<file path="src/rtl/xy_router_input_port_if.sv">
// Flit stream, route request/grant and output stream of one router input port.
interface xy_router_input_port_if #(
  parameter int unsigned DATA_WIDTH = 40
);
  logic [DATA_WIDTH-1:0] in_tdata;
  logic                  in_tvalid;
  logic                  in_tlast;
  logic                  in_tready;
  logic [4:0]            route_req;
  logic [4:0]            grant;
  logic [DATA_WIDTH-1:0] out_tdata;
  logic                  out_tvalid;
  logic                  out_tlast;
  logic                  out_tready;

  // Upstream source / arbiter / downstream sink side
  modport master (
    output in_tdata, in_tvalid, in_tlast, grant, out_tready,
    input  in_tready, route_req, out_tdata, out_tvalid, out_tlast
  );

  // Input port side
  modport slave (
    input  in_tdata, in_tvalid, in_tlast, grant, out_tready,
    output in_tready, route_req, out_tdata, out_tvalid, out_tlast
  );
endinterface

</file>
<file path="src/rtl/xy_router_input_port.sv">
// Mesh router input port: flit FIFO, XY route decode, per-packet request and stream-out.
module xy_router_input_port #(
  parameter int unsigned DATA_WIDTH    = 40,
  parameter int unsigned ROUTER_X      = 0,
  parameter int unsigned ROUTER_Y      = 0,
  parameter int unsigned MAX_ROUTERS_X = 3,
  parameter int unsigned MAX_ROUTERS_Y = 3,
  parameter int unsigned FIFO_DEPTH    = 4,
  parameter int unsigned X_W = (MAX_ROUTERS_X > 1) ? $clog2(MAX_ROUTERS_X) : 1,
  parameter int unsigned Y_W = (MAX_ROUTERS_Y > 1) ? $clog2(MAX_ROUTERS_Y) : 1
) (
  input  logic                          clk,
  input  logic                          rst,
  xy_router_input_port_if.slave         bus,
  output logic [$clog2(FIFO_DEPTH):0]   occupancy,
  output logic [15:0]                   drop_cnt
);
  localparam int unsigned PTR_W   = $clog2(FIFO_DEPTH);
  localparam int unsigned CNT_W   = PTR_W + 1;
  localparam int unsigned ENTRY_W = DATA_WIDTH + 1;

  localparam logic [4:0] PORT_HOME  = 5'b00001;
  localparam logic [4:0] PORT_NORTH = 5'b00010;
  localparam logic [4:0] PORT_EAST  = 5'b00100;
  localparam logic [4:0] PORT_SOUTH = 5'b01000;
  localparam logic [4:0] PORT_WEST  = 5'b10000;

  typedef enum logic [1:0] {IDLE, REQ, XFER, DROP} state_t;

  logic [ENTRY_W-1:0]    mem_q [FIFO_DEPTH];
  logic [PTR_W-1:0]      wr_ptr_q, rd_ptr_q;
  logic [CNT_W-1:0]      count_q, count_d;
  state_t                state_q, state_d;
  logic [4:0]            req_q, req_d;
  logic [15:0]           drop_cnt_q, drop_cnt_d;

  logic                  empty, full, push, pop, drop_hit, out_valid_c;
  logic [DATA_WIDTH-1:0] head_data;
  logic                  head_last;
  logic [Y_W-1:0]        dest_y;
  logic [X_W-1:0]        dest_x;
  logic [31:0]           dx, dy;
  logic [4:0]            dec_route;
  logic                  dec_drop;

  assign empty     = (count_q == '0);
  assign full      = (count_q == CNT_W'(FIFO_DEPTH));
  assign push      = bus.in_tvalid & ~full;
  assign head_data = mem_q[rd_ptr_q][DATA_WIDTH-1:0];
  assign head_last = mem_q[rd_ptr_q][DATA_WIDTH];
  assign dest_y    = head_data[DATA_WIDTH-1 -: Y_W];
  assign dest_x    = head_data[DATA_WIDTH-1-Y_W -: X_W];
  assign dx        = 32'(dest_x);
  assign dy        = 32'(dest_y);

  assign bus.in_tready  = ~full;
  assign bus.route_req  = req_q;
  assign bus.out_tvalid = out_valid_c;
  assign bus.out_tdata  = head_data;
  assign bus.out_tlast  = head_last;
  assign occupancy      = count_q;
  assign drop_cnt       = drop_cnt_q;

  // XY decode of the head flit, X dimension first; out-of-mesh destinations drop
  always_comb begin
    dec_route = PORT_HOME;
    dec_drop  = 1'b0;
    if (dx >= MAX_ROUTERS_X || dy >= MAX_ROUTERS_Y) begin
      dec_route = '0;
      dec_drop  = 1'b1;
    end else if (dx > ROUTER_X) begin
      dec_route = PORT_EAST;
    end else if (dx < ROUTER_X) begin
      dec_route = PORT_WEST;
    end else if (dy > ROUTER_Y) begin
      dec_route = PORT_SOUTH;
    end else if (dy < ROUTER_Y) begin
      dec_route = PORT_NORTH;
    end
  end

  // Packet FSM: next state, latched request, FIFO pop and drop accounting
  always_comb begin
    state_d     = state_q;
    req_d       = req_q;
    pop         = 1'b0;
    drop_hit    = 1'b0;
    out_valid_c = 1'b0;
    case (state_q)
      IDLE: begin
        if (!empty) begin
          if (dec_drop) begin
            state_d = DROP;
            req_d   = '0;
          end else begin
            state_d = REQ;
            req_d   = dec_route;
          end
        end
      end
      REQ: begin
        if ((bus.grant & req_q) != '0) state_d = XFER;
      end
      XFER: begin
        out_valid_c = ~empty;
        if (out_valid_c && bus.out_tready) begin
          pop = 1'b1;
          if (head_last) begin
            state_d = IDLE;
            req_d   = '0;
          end
        end
      end
      DROP: begin
        if (!empty) begin
          pop = 1'b1;
          if (head_last) begin
            state_d  = IDLE;
            drop_hit = 1'b1;
          end
        end
      end
      default: begin
        state_d = IDLE;
        req_d   = '0;
      end
    endcase
  end

  // Fill level and saturating drop counter
  always_comb begin
    count_d = count_q;
    case ({push, pop})
      2'b10:   count_d = count_q + CNT_W'(1);
      2'b01:   count_d = count_q - CNT_W'(1);
      default: count_d = count_q;
    endcase
    drop_cnt_d = drop_cnt_q;
    if (drop_hit && drop_cnt_q != 16'hFFFF) drop_cnt_d = drop_cnt_q + 16'd1;
  end

  // Control state; reset flushes the FIFO and abandons any packet in flight
  always_ff @(posedge clk or posedge rst) begin
    if (rst) begin
      state_q    <= IDLE;
      req_q      <= '0;
      wr_ptr_q   <= '0;
      rd_ptr_q   <= '0;
      count_q    <= '0;
      drop_cnt_q <= '0;
    end else begin
      state_q    <= state_d;
      req_q      <= req_d;
      count_q    <= count_d;
      drop_cnt_q <= drop_cnt_d;
      if (push) wr_ptr_q <= wr_ptr_q + PTR_W'(1);
      if (pop)  rd_ptr_q <= rd_ptr_q + PTR_W'(1);
    end
  end

  // Flit storage with tlast kept alongside the data
  always_ff @(posedge clk) begin
    if (push) mem_q[wr_ptr_q] <= {bus.in_tlast, bus.in_tdata};
  end
endmodule

</file>
<file path="src/flat_wrapper.sv">
// flat-port wrapper written by rule: the top's interface ports become plain ports
module xy_router_input_port_flat 
#(
  parameter int unsigned DATA_WIDTH    = 40,
  parameter int unsigned ROUTER_X      = 0,
  parameter int unsigned ROUTER_Y      = 0,
  parameter int unsigned MAX_ROUTERS_X = 3,
  parameter int unsigned MAX_ROUTERS_Y = 3,
  parameter int unsigned FIFO_DEPTH    = 4,
  parameter int unsigned X_W = (MAX_ROUTERS_X > 1) ? $clog2(MAX_ROUTERS_X) : 1,
  parameter int unsigned Y_W = (MAX_ROUTERS_Y > 1) ? $clog2(MAX_ROUTERS_Y) : 1
)
  (clk, rst, occupancy, drop_cnt, bus_in_tdata, bus_in_tvalid, bus_in_tlast, bus_grant, bus_out_tready, bus_in_tready, bus_route_req, bus_out_tdata, bus_out_tvalid, bus_out_tlast);
  xy_router_input_port_if #(.DATA_WIDTH(DATA_WIDTH)) bus_i ();
  input  logic clk;
  input  logic rst;
  output logic [$clog2(FIFO_DEPTH):0] occupancy;
  output logic [15:0] drop_cnt;
  input wire logic [$bits(bus_i.in_tdata)-1:0] bus_in_tdata;
  input wire logic [$bits(bus_i.in_tvalid)-1:0] bus_in_tvalid;
  input wire logic [$bits(bus_i.in_tlast)-1:0] bus_in_tlast;
  input wire logic [$bits(bus_i.grant)-1:0] bus_grant;
  input wire logic [$bits(bus_i.out_tready)-1:0] bus_out_tready;
  output wire logic [$bits(bus_i.in_tready)-1:0] bus_in_tready;
  output wire logic [$bits(bus_i.route_req)-1:0] bus_route_req;
  output wire logic [$bits(bus_i.out_tdata)-1:0] bus_out_tdata;
  output wire logic [$bits(bus_i.out_tvalid)-1:0] bus_out_tvalid;
  output wire logic [$bits(bus_i.out_tlast)-1:0] bus_out_tlast;
  assign bus_i.in_tdata = bus_in_tdata;
  assign bus_i.in_tvalid = bus_in_tvalid;
  assign bus_i.in_tlast = bus_in_tlast;
  assign bus_i.grant = bus_grant;
  assign bus_i.out_tready = bus_out_tready;
  assign bus_in_tready = bus_i.in_tready;
  assign bus_route_req = bus_i.route_req;
  assign bus_out_tdata = bus_i.out_tdata;
  assign bus_out_tvalid = bus_i.out_tvalid;
  assign bus_out_tlast = bus_i.out_tlast;
  xy_router_input_port #(.DATA_WIDTH(DATA_WIDTH), .ROUTER_X(ROUTER_X), .ROUTER_Y(ROUTER_Y), .MAX_ROUTERS_X(MAX_ROUTERS_X), .MAX_ROUTERS_Y(MAX_ROUTERS_Y), .FIFO_DEPTH(FIFO_DEPTH), .X_W(X_W), .Y_W(Y_W)) u_core (.clk(clk), .rst(rst), .bus(bus_i), .occupancy(occupancy), .drop_cnt(drop_cnt));
endmodule
</file>
<file path="config.mk">
export PLATFORM = sky130hd
export DESIGN_NAME = xy_router_input_port_flat
export DESIGN_NICKNAME = d
export VERILOG_FILES = /design/src/rtl/xy_router_input_port_if.sv /design/src/rtl/xy_router_input_port.sv /design/src/flat_wrapper.sv
export SDC_FILE = /design/constraint.sdc
export NUM_CORES = 1
export LEC_CHECK = 0
export ABC_AREA = 0
export BUFFER_PORTS_ARGS = -buffer_cell sky130_fd_sc_hd__buf_2
export CAP_MARGIN = 10
export CORE_MARGIN = 1
export CORE_UTILIZATION = 56
export DETAILED_ROUTE_END_ITERATION = 10
export GPL_TIMING_DRIVEN = 0
export PLACE_DENSITY = 0.85
export SLEW_MARGIN = 40
export SYNTH_ARGS = -nofsm -noshare
export SYNTH_HDL_FRONTEND = slang
export SYNTH_SLANG_ARGS = --single-unit
</file>
<file path="constraint.sdc">
create_clock -name clk -period 2.65 [get_ports clk]
set_input_delay 0.265 -clock clk [delete_from_list [all_inputs] [get_ports clk]]
set_output_delay 0.265 -clock clk [all_outputs]
set_load 0.05 [all_outputs]
</file>
==> summary.txt, run 1 <==
Place
  – Pre-CTS setup slack: 215 ps
  – Post-Place Cells: 645
  – Port Buffers: 112
  – GPL Wtd Cong: 0.807
  – Final HPWL DP: 8820 µm

Clock network
  – CTS tree: done
  – Maximum clock path buffer count: 2
  – Sink Count: 192
  – Clk slew on worst S/H paths: 70 ps
  – H-Tree Depth: 4
  – Root Buffer: clkbuf_16
  – Total CTS buffers: 17
  – Worst skew pair latency: 420 ps

Floorplan
  – Top-Level Pins: 117
  – Row cnt: 41
  – Initial core utilization: 58.5%
  – Die area: 13900 µm²
  – CORE AREA: 12800 µm²
  – Die Ht: 118 µm
  – Die Width: 118 µm

Critical path
  – Slowest-stage cell, CP: mux4_2
  – Crit path max fanout: 10
  – Critical path type: flop to output pin
  – CP peak stage delay: 370 ps
  – Critical Path End Type: output pin
  – Worst reg-to-reg path cell count: 9
  – Most used cell, CP: buf_2
  – Worst path cell trace: clkbuf_1 > buf_4 > buf_2 > mux4_2 > buf_2
  – Crit path arrival time: 2250 ps
  – Startpoint types: flop
  – CP required: 2380 ps

Global route
  – Vias in the first global route: 4001
  – Largest net degree at the start of global routing: 42
  – Total track usage: 21.5%
  – First-pass GRT wire length: 21900 µm
  – Antenna violations before repair: 2
  – GR Overflow Total: 0

STA
  – Skew final: 10.5 ps
  – FMAX: 0.398 GHz
  – Slew Viols, Final: 0
  – Period minus WS final: 2510 ps
  – Final Hold Viols: 0
  – Final setup fails: 0
  – Final worst slack: 136 ps
  – Unrepaired setup endpoints after global routing: no
  – Setup TNS Final: 0 ps
  – Slew margin rel.: 56.8%
  – Worst Tran Pin Value: 649 ps
  – Fin crit share: 94.9%

Routing
  – Detailed-router iteration count before antenna repair: 5
  – Via density per instance: 5.74
  – Antenna-violating nets left: 0
  – DRC errors left: 0
  – Total Wirelength: 13900 µm
  – Avg WL per Cell: 20.4 µm
  – Iter 0 DRT Violations: 230
  – Via count: 3893

Finish
  – Area grow syn2layout: 19.4%
  – Final #Nets: 549
  – Final cell count without fillers: 678
  – Share of cells above drive strength 1: 42.2%

Outcome
  – Status: finished clean

Power
  – Power per cell area: 899 nW/µm²
  – Leakage: 3.31 nW
  – Max VDD drop: 0.874 mV
  – Pwr Total: 0.00805 W

Yosys
  – Top-area cell type share of the netlist area: 65.6%
  – Sequential cell area fraction in the yosys report: 75.0%
  – Top cell type by total area after synthesis: edfxtp_1
  – Mapped Area: 7500 µm²
  – Syn Inst Count: 360
  – Synth warn: 0
  – Area contributors post-synth: edfxtp_1 (66%), mux4_2 (12%), dfrtp_1 (9.3%), xor2_1 (1.6%), xnor2_1 (1.1%)
  – Synth Area per Inst: 20.8 µm²
  – Netlist cell types: 44
  – Register bit total from synthesis: 192

Run
  – Max-cap violations: 0

Worst hold path
  – Min-Delay Path Depth: 1
  – HP Class: primary input to flop
cell usage in the layout (no fill, tap or decap), types with 9 or more instances in the layout:
cell type and count:
clkbuf_16 17, xnor2_1 9, inv_1 9, nand2_1 10
xor2_1 14, dfrtp_1 28, edfxtp_1 164, mux4_2 41
buf_2 115
sequential cells by signal, summed over array words and instances (netlist names):
register and cells:
u_core.mem_q 164, u_core.drop_cnt 16, u_core.bus.route_req 3, u_core.occupancy 3, u_core.rd_ptr_q 2, u_core.state_q 2
u_core.wr_ptr_q 2
synthesized netlist by cell type:
| library cell | number |
|---|---|
| inv_1 | 10 |
| nor4b_2 | 2 |
| mux4_2 | 41 |
| or3_1 | 2 |
| a2111oi_4 | 1 |
| nand4_1 | 2 |
| a2111oi_2 | 2 |
| dfrtp_1 | 28 |
| conb_1 | 1 |
| edfxtp_1 | 164 |
| nor3_4 | 1 |
| and3_1 | 5 |
| nand4_2 | 1 |
| a21oi_2 | 1 |
| or2_2 | 1 |
| a22oi_1 | 1 |
| buf_2 | 4 |
| nand4b_1 | 4 |
| and4_1 | 1 |
| a32o_1 | 1 |
| a211o_1 | 1 |
| nand2_1 | 10 |
| nor2_1 | 5 |
| nand2b_1 | 1 |
| a221o_1 | 1 |
| buf_4 | 3 |
| a21oi_1 | 3 |
| buf_1 | 4 |
| mux2_2 | 2 |
| a211oi_1 | 6 |
| xnor2_1 | 9 |
| and2_1 | 1 |
| mux2i_1 | 1 |
| a21o_1 | 1 |
| nand4_4 | 1 |
| o211a_1 | 1 |
| mux2_1 | 2 |
| xor2_1 | 14 |
| nand3_1 | 6 |
| nor3_1 | 2 |
| nor4_1 | 2 |
| fa_1 | 1 |
| ha_1 | 6 |
| clkbuf_1 | 4 |
per-stage QoR:
stage / cell area (µm²) / hold slack [ps] / utilization [%]
floorplan: 7520 / 330 / -
global placement: 8290 / 475 / 64.7
detailed placement: 8310 / 369 / 64.8
CTS: 8950 / 34.4 / 69.8
global route: 8950 / 36.8 / 69.8
finish: 8960 / 50.8 / 69.8
path summary, 6_finish.rpt:
kind | startpoint | to | slack (ps)
worst max register to register | u_core.occupancy[0] | u_core.occupancy[2] | 250
max in group asynchronous | rst | u_core.drop_cnt[1] | 1800
min in group asynchronous | rst | u_core.drop_cnt[10] | 460
worst max-delay path | u_core.rd_ptr_q[1] | bus_out_tdata[24] | 140
worst min register to register | u_core.drop_cnt[10] | u_core.drop_cnt[10] | 500
worst min-delay path | bus_in_tdata[10] | u_core.mem_q[2][10] | 50
metal layers:
layer  vias to the layer above  track usage [%]  share of wire (%)
met3                        14             6.35                6.0
met2                       145             34.6                 54
met4                         2             7.77               0.79
met1                      2005             27.9                 40
met5                         -                0              0.094
li1                       1727                -                  -
cell families (layout without fill, tap and decap cells):
kind of cell	count (synthesis)	count (layout)	synth area share, %
AO/OA/AOI/OAI	19	19	2.40
XOR/XNOR	23	23	2.69
adder cells (fa/ha/maj)	7	7	1.27
buffers and inverters	25	169	1.47
flip-flops	192	192	75.0
multiplexers	46	46	13.0
other	1	3	0.0500
AND/OR/NAND/NOR	47	47	4.10
what timing repair did:
| action | CTS | global route |
|---|---|---|
| setup endpoints to repair | 29 | 5 |
| resized for setup | 6 | 1 |
| hold buffers | 1 | 0 |
| endpoints found under the hold margin | 28 | 0 |
| buffers inserted | 0 | 0 |
area by class of cell:
cell class	instances	area, µm²
Buffer	14	82.6
Clock buffer	18	429
Timing Repair Buffer	113	571
Inverter	10	37.5
Tap cell	172	215
Antenna cell	1	2.50
Clock inverter	14	195
Multi-Input combinational cell	144	1800
Sequential cell	192	5630
Fill cell	830	3870
where the power goes:
group	switching (W)	leakage [nW]	total (W)	internal [W]
registers	0.000153	1.88	0.00404	0.00389
logic	0.00102	1.14	0.00136	0.000341
clock network	0.00112	0.297	0.00265	0.00152
critical path, delay by kind of cell, from the launching register on:
family	cells	cell delay, ps
buffers and inverters	4	1130
flip-flops	1	330
multiplexers	1	370
(Power assumes the default switching activity.)
==> inputs of run 2 (changes only) <==
--- a/config.mk
+++ b/config.mk
@@ -13,6 +13,7 @@
 export DETAILED_ROUTE_END_ITERATION = 10
 export GPL_TIMING_DRIVEN = 0
 export PLACE_DENSITY = 0.85
+export REMOVE_ABC_BUFFERS = 1
 export SLEW_MARGIN = 40
 export SYNTH_ARGS = -nofsm -noshare
 export SYNTH_HDL_FRONTEND = slang
==> summary.txt, run 2 (synthesized netlist as in run 1, its figures left out) <==
Routing
  – Avg WL per Cell: 20.1 µm (-1.7%)
  – Via count: 3838 (-1.4%)
  – Total Wirelength: 13500 µm (-2.7%)
  – Via density per instance: 5.72 (-0.38%)
  – Iter 0 DRT Violations: 189 (-18%)
  – Detailed-router iteration count before antenna repair: 5 (unchanged)
  – DRC errors left: 0 (unchanged)
  – Antenna-violating nets left: 0 (unchanged)

STA
  – Slew Viols, Final: 0 (unchanged)
  – Final worst slack: 207 ps (+71.3 ps)
  – Slew margin rel.: 59.9% (+3.2 points)
  – Period minus WS final: 2440 ps (-71.3 ps)
  – Worst Tran Pin Value: 600 ps (-48.5 ps)
  – Final Hold Viols: 0 (unchanged)
  – Skew final: 9.00 ps (-1.53 ps)
  – Fin crit share: 92.2% (-2.7 points)
  – Final setup fails: 0 (unchanged)
  – FMAX: 0.409 GHz (+2.9%)
  – Unrepaired setup endpoints after global routing: no
  – Min Hold Slack: 44.9 ps (-5.91 ps)

Clock network
  – Total CTS buffers: 17 (unchanged)
  – H-Tree Depth: 4 (unchanged)
  – CTS tree: done
  – Clk slew on worst S/H paths: 70 ps (about the same)
  – Maximum clock path buffer count: 2 (unchanged)
  – Root Buffer: clkbuf_16
  – Sink Count: 192 (unchanged)
  – Post_cts resized: 0 (-6)
  – Worst skew pair latency: 430 ps (about the same)

Outcome
  – Status: finished clean

Power
  – Power per cell area: 879 nW/µm² (-2.2%)
  – Leakage: 3.28 nW (-0.89%)
  – Max VDD drop: 0.696 mV (-20%)

Critical path
  – Critical path type: flop to output pin
  – Crit path max fanout: 21 (+11)
  – CP peak stage delay: 620 ps (+250 ps)
  – Critical Path End Type: output pin
  – Startpoint types: flop
  – Worst path cell trace: buf_12 > mux4_2 > buf_2
  – Crit path arrival time: 2180 ps (-70 ps)
  – Worst R2R Setup Slack: 390 ps (+140 ps)
  – Slowest-stage cell, CP: mux4_2
  – CP required: 2380 ps (about the same)

Worst hold path
  – HP Class: primary input to flop

Finish
  – Final cell count without fillers: 671 (-1.0%)
  – Area grow syn2layout: 19.5% (about the same)
  – Share of cells above drive strength 1: 41.8% (-0.41 points)
  – Most common cell after layout, fill and taps aside: edfxtp_1
  – Most frequent cells in the layout: edfxtp_1 (164), buf_2 (112), mux4_2 (41), dfrtp_1 (26), clkbuf_16 (17)
  – Max reg flops: 164 (unchanged)
  – Top reg by flops: u_core.mem_q
  – Final #Nets: 542 (-1.3%)
  – Number of fill cells: 806 (-2.9%)
  – Fin area: 8960 µm² (about the same)

Place
  – GPL Wtd Cong: 0.827 (+2.4%)
  – Placed cell area: 8370 µm² (+0.71%)
  – Final HPWL DP: 8470 µm (-4.0%)
  – Pre-CTS setup slack: 214 ps (-0.601 ps)
  – Post-Place Cells: 636 (-1.4%)
  – Port Buffers: 112 (unchanged)

Global route
  – Largest net degree at the start of global routing: 29 (-31%)
  – Total track usage: 21.1% (-0.40 points)
  – Antenna violations before repair: 1 (-1)
  – GR Overflow Total: 0 (unchanged)
  – Vias in the first global route: 4167 (+4.1%)
  – First-pass GRT wire length: 21300 µm (-2.6%)

Run
  – Max-cap violations: 0 (unchanged)

Floorplan
  – Initial core utilization: 58.5% (unchanged)
  – CORE AREA: 12800 µm² (unchanged)
  – Die Width: 118 µm (unchanged)
  – Row cnt: 41 (unchanged)
  – Top-Level Pins: 117 (unchanged)
  – Die area: 13900 µm² (unchanged)
  – Die Ht: 118 µm (unchanged)
## run 2: cell count changes in the layout (fill, tap and decap cells not counted), moves of 2 or more
cell and change:
inv_8 -4, dfrtp_4 +2, clkinv_4 -2, buf_2 -3, buf_12 +5, dfrtp_1 -2
clkinv_2 +2, buf_4 -5, clkbuf_4 -2, inv_6 +2
## run 2: where the power goes
part / internal, W / switching [W] / total (W) / leakage [nW]
combinational: 0.000397 / 0.00101 / 0.00141 / 1.14
sequential: 0.00388 / 0.000139 / 0.00402 / 1.87
clock: 0.00140 / 0.00105 / 0.00245 / 0.270
total: 0.00568 / 0.00220 / 0.00788 / 3.28
## run 2: cell type report
| type | count | area [µm²] | area share [%] |
|---|---|---|---|
| multi-input cells | 144 | 1790 | 20.0 |
| well taps | 172 | 215 | 2.40 |
| clock inverters | 11 | 130 | 1.45 |
| inverters | 10 | 37.5 | 0.419 |
| repair buffers | 120 | 713 | 7.96 |
| diodes | 1 | 2.50 | 0.0279 |
| clock buffers | 21 | 440 | 4.91 |
| flip-flops and latches | 192 | 5630 | 62.8 |
## run 2: through the flow
step / util (%) / total power (W) / setup TNS, ps
final: 69.9 / 0.00788 / 0
after global routing: 69.9 / 0.00816 / 0
after CTS: 69.9 / 0.00796 / 0
after detailed placement: 65.2 / 0.00550 / 0
after global placement: 64.0 / 0.00538 / -84270
after floorplan: - / 0.00501 / -48670
## run 2: layer usage
metal  up-vias  track usage, %  routed length (µm)
met5         -               0                   0
met4         0            10.4                 340
met3        27            7.46                 987
met2       152            34.9                6960
met1      1945            24.4                5190
li1       1714               -                   -
## run 2: final timing paths
check / startpoint / endpoint / cells past startpoint
worst max-delay path: u_core.rd_ptr_q[0] / bus_out_tlast / 3
worst min-delay path: bus_in_tdata[14] / u_core.mem_q[1][14] / 1
worst max register to register: u_core.rd_ptr_q[0] / u_core.drop_cnt[1] / 5
worst min register to register: u_core.drop_cnt[10] / u_core.drop_cnt[10] / 1
max in group asynchronous: rst / u_core.rd_ptr_q[0] / 3
min in group asynchronous: rst / u_core.drop_cnt[12] / 3
## run 2: repair_timing
action / CTS / global route
setup endpoints to repair: 1 / 0
hold endpoints to repair: 28 / 0
hold buffers: 1 / 0
buffers inserted: 1 / 0
## run 2: worst max-delay path: cells and delay by family, from the launching register on
family   cells  cell delay, ps
buf+inv      2             510
mux          1             620
flops        1             610
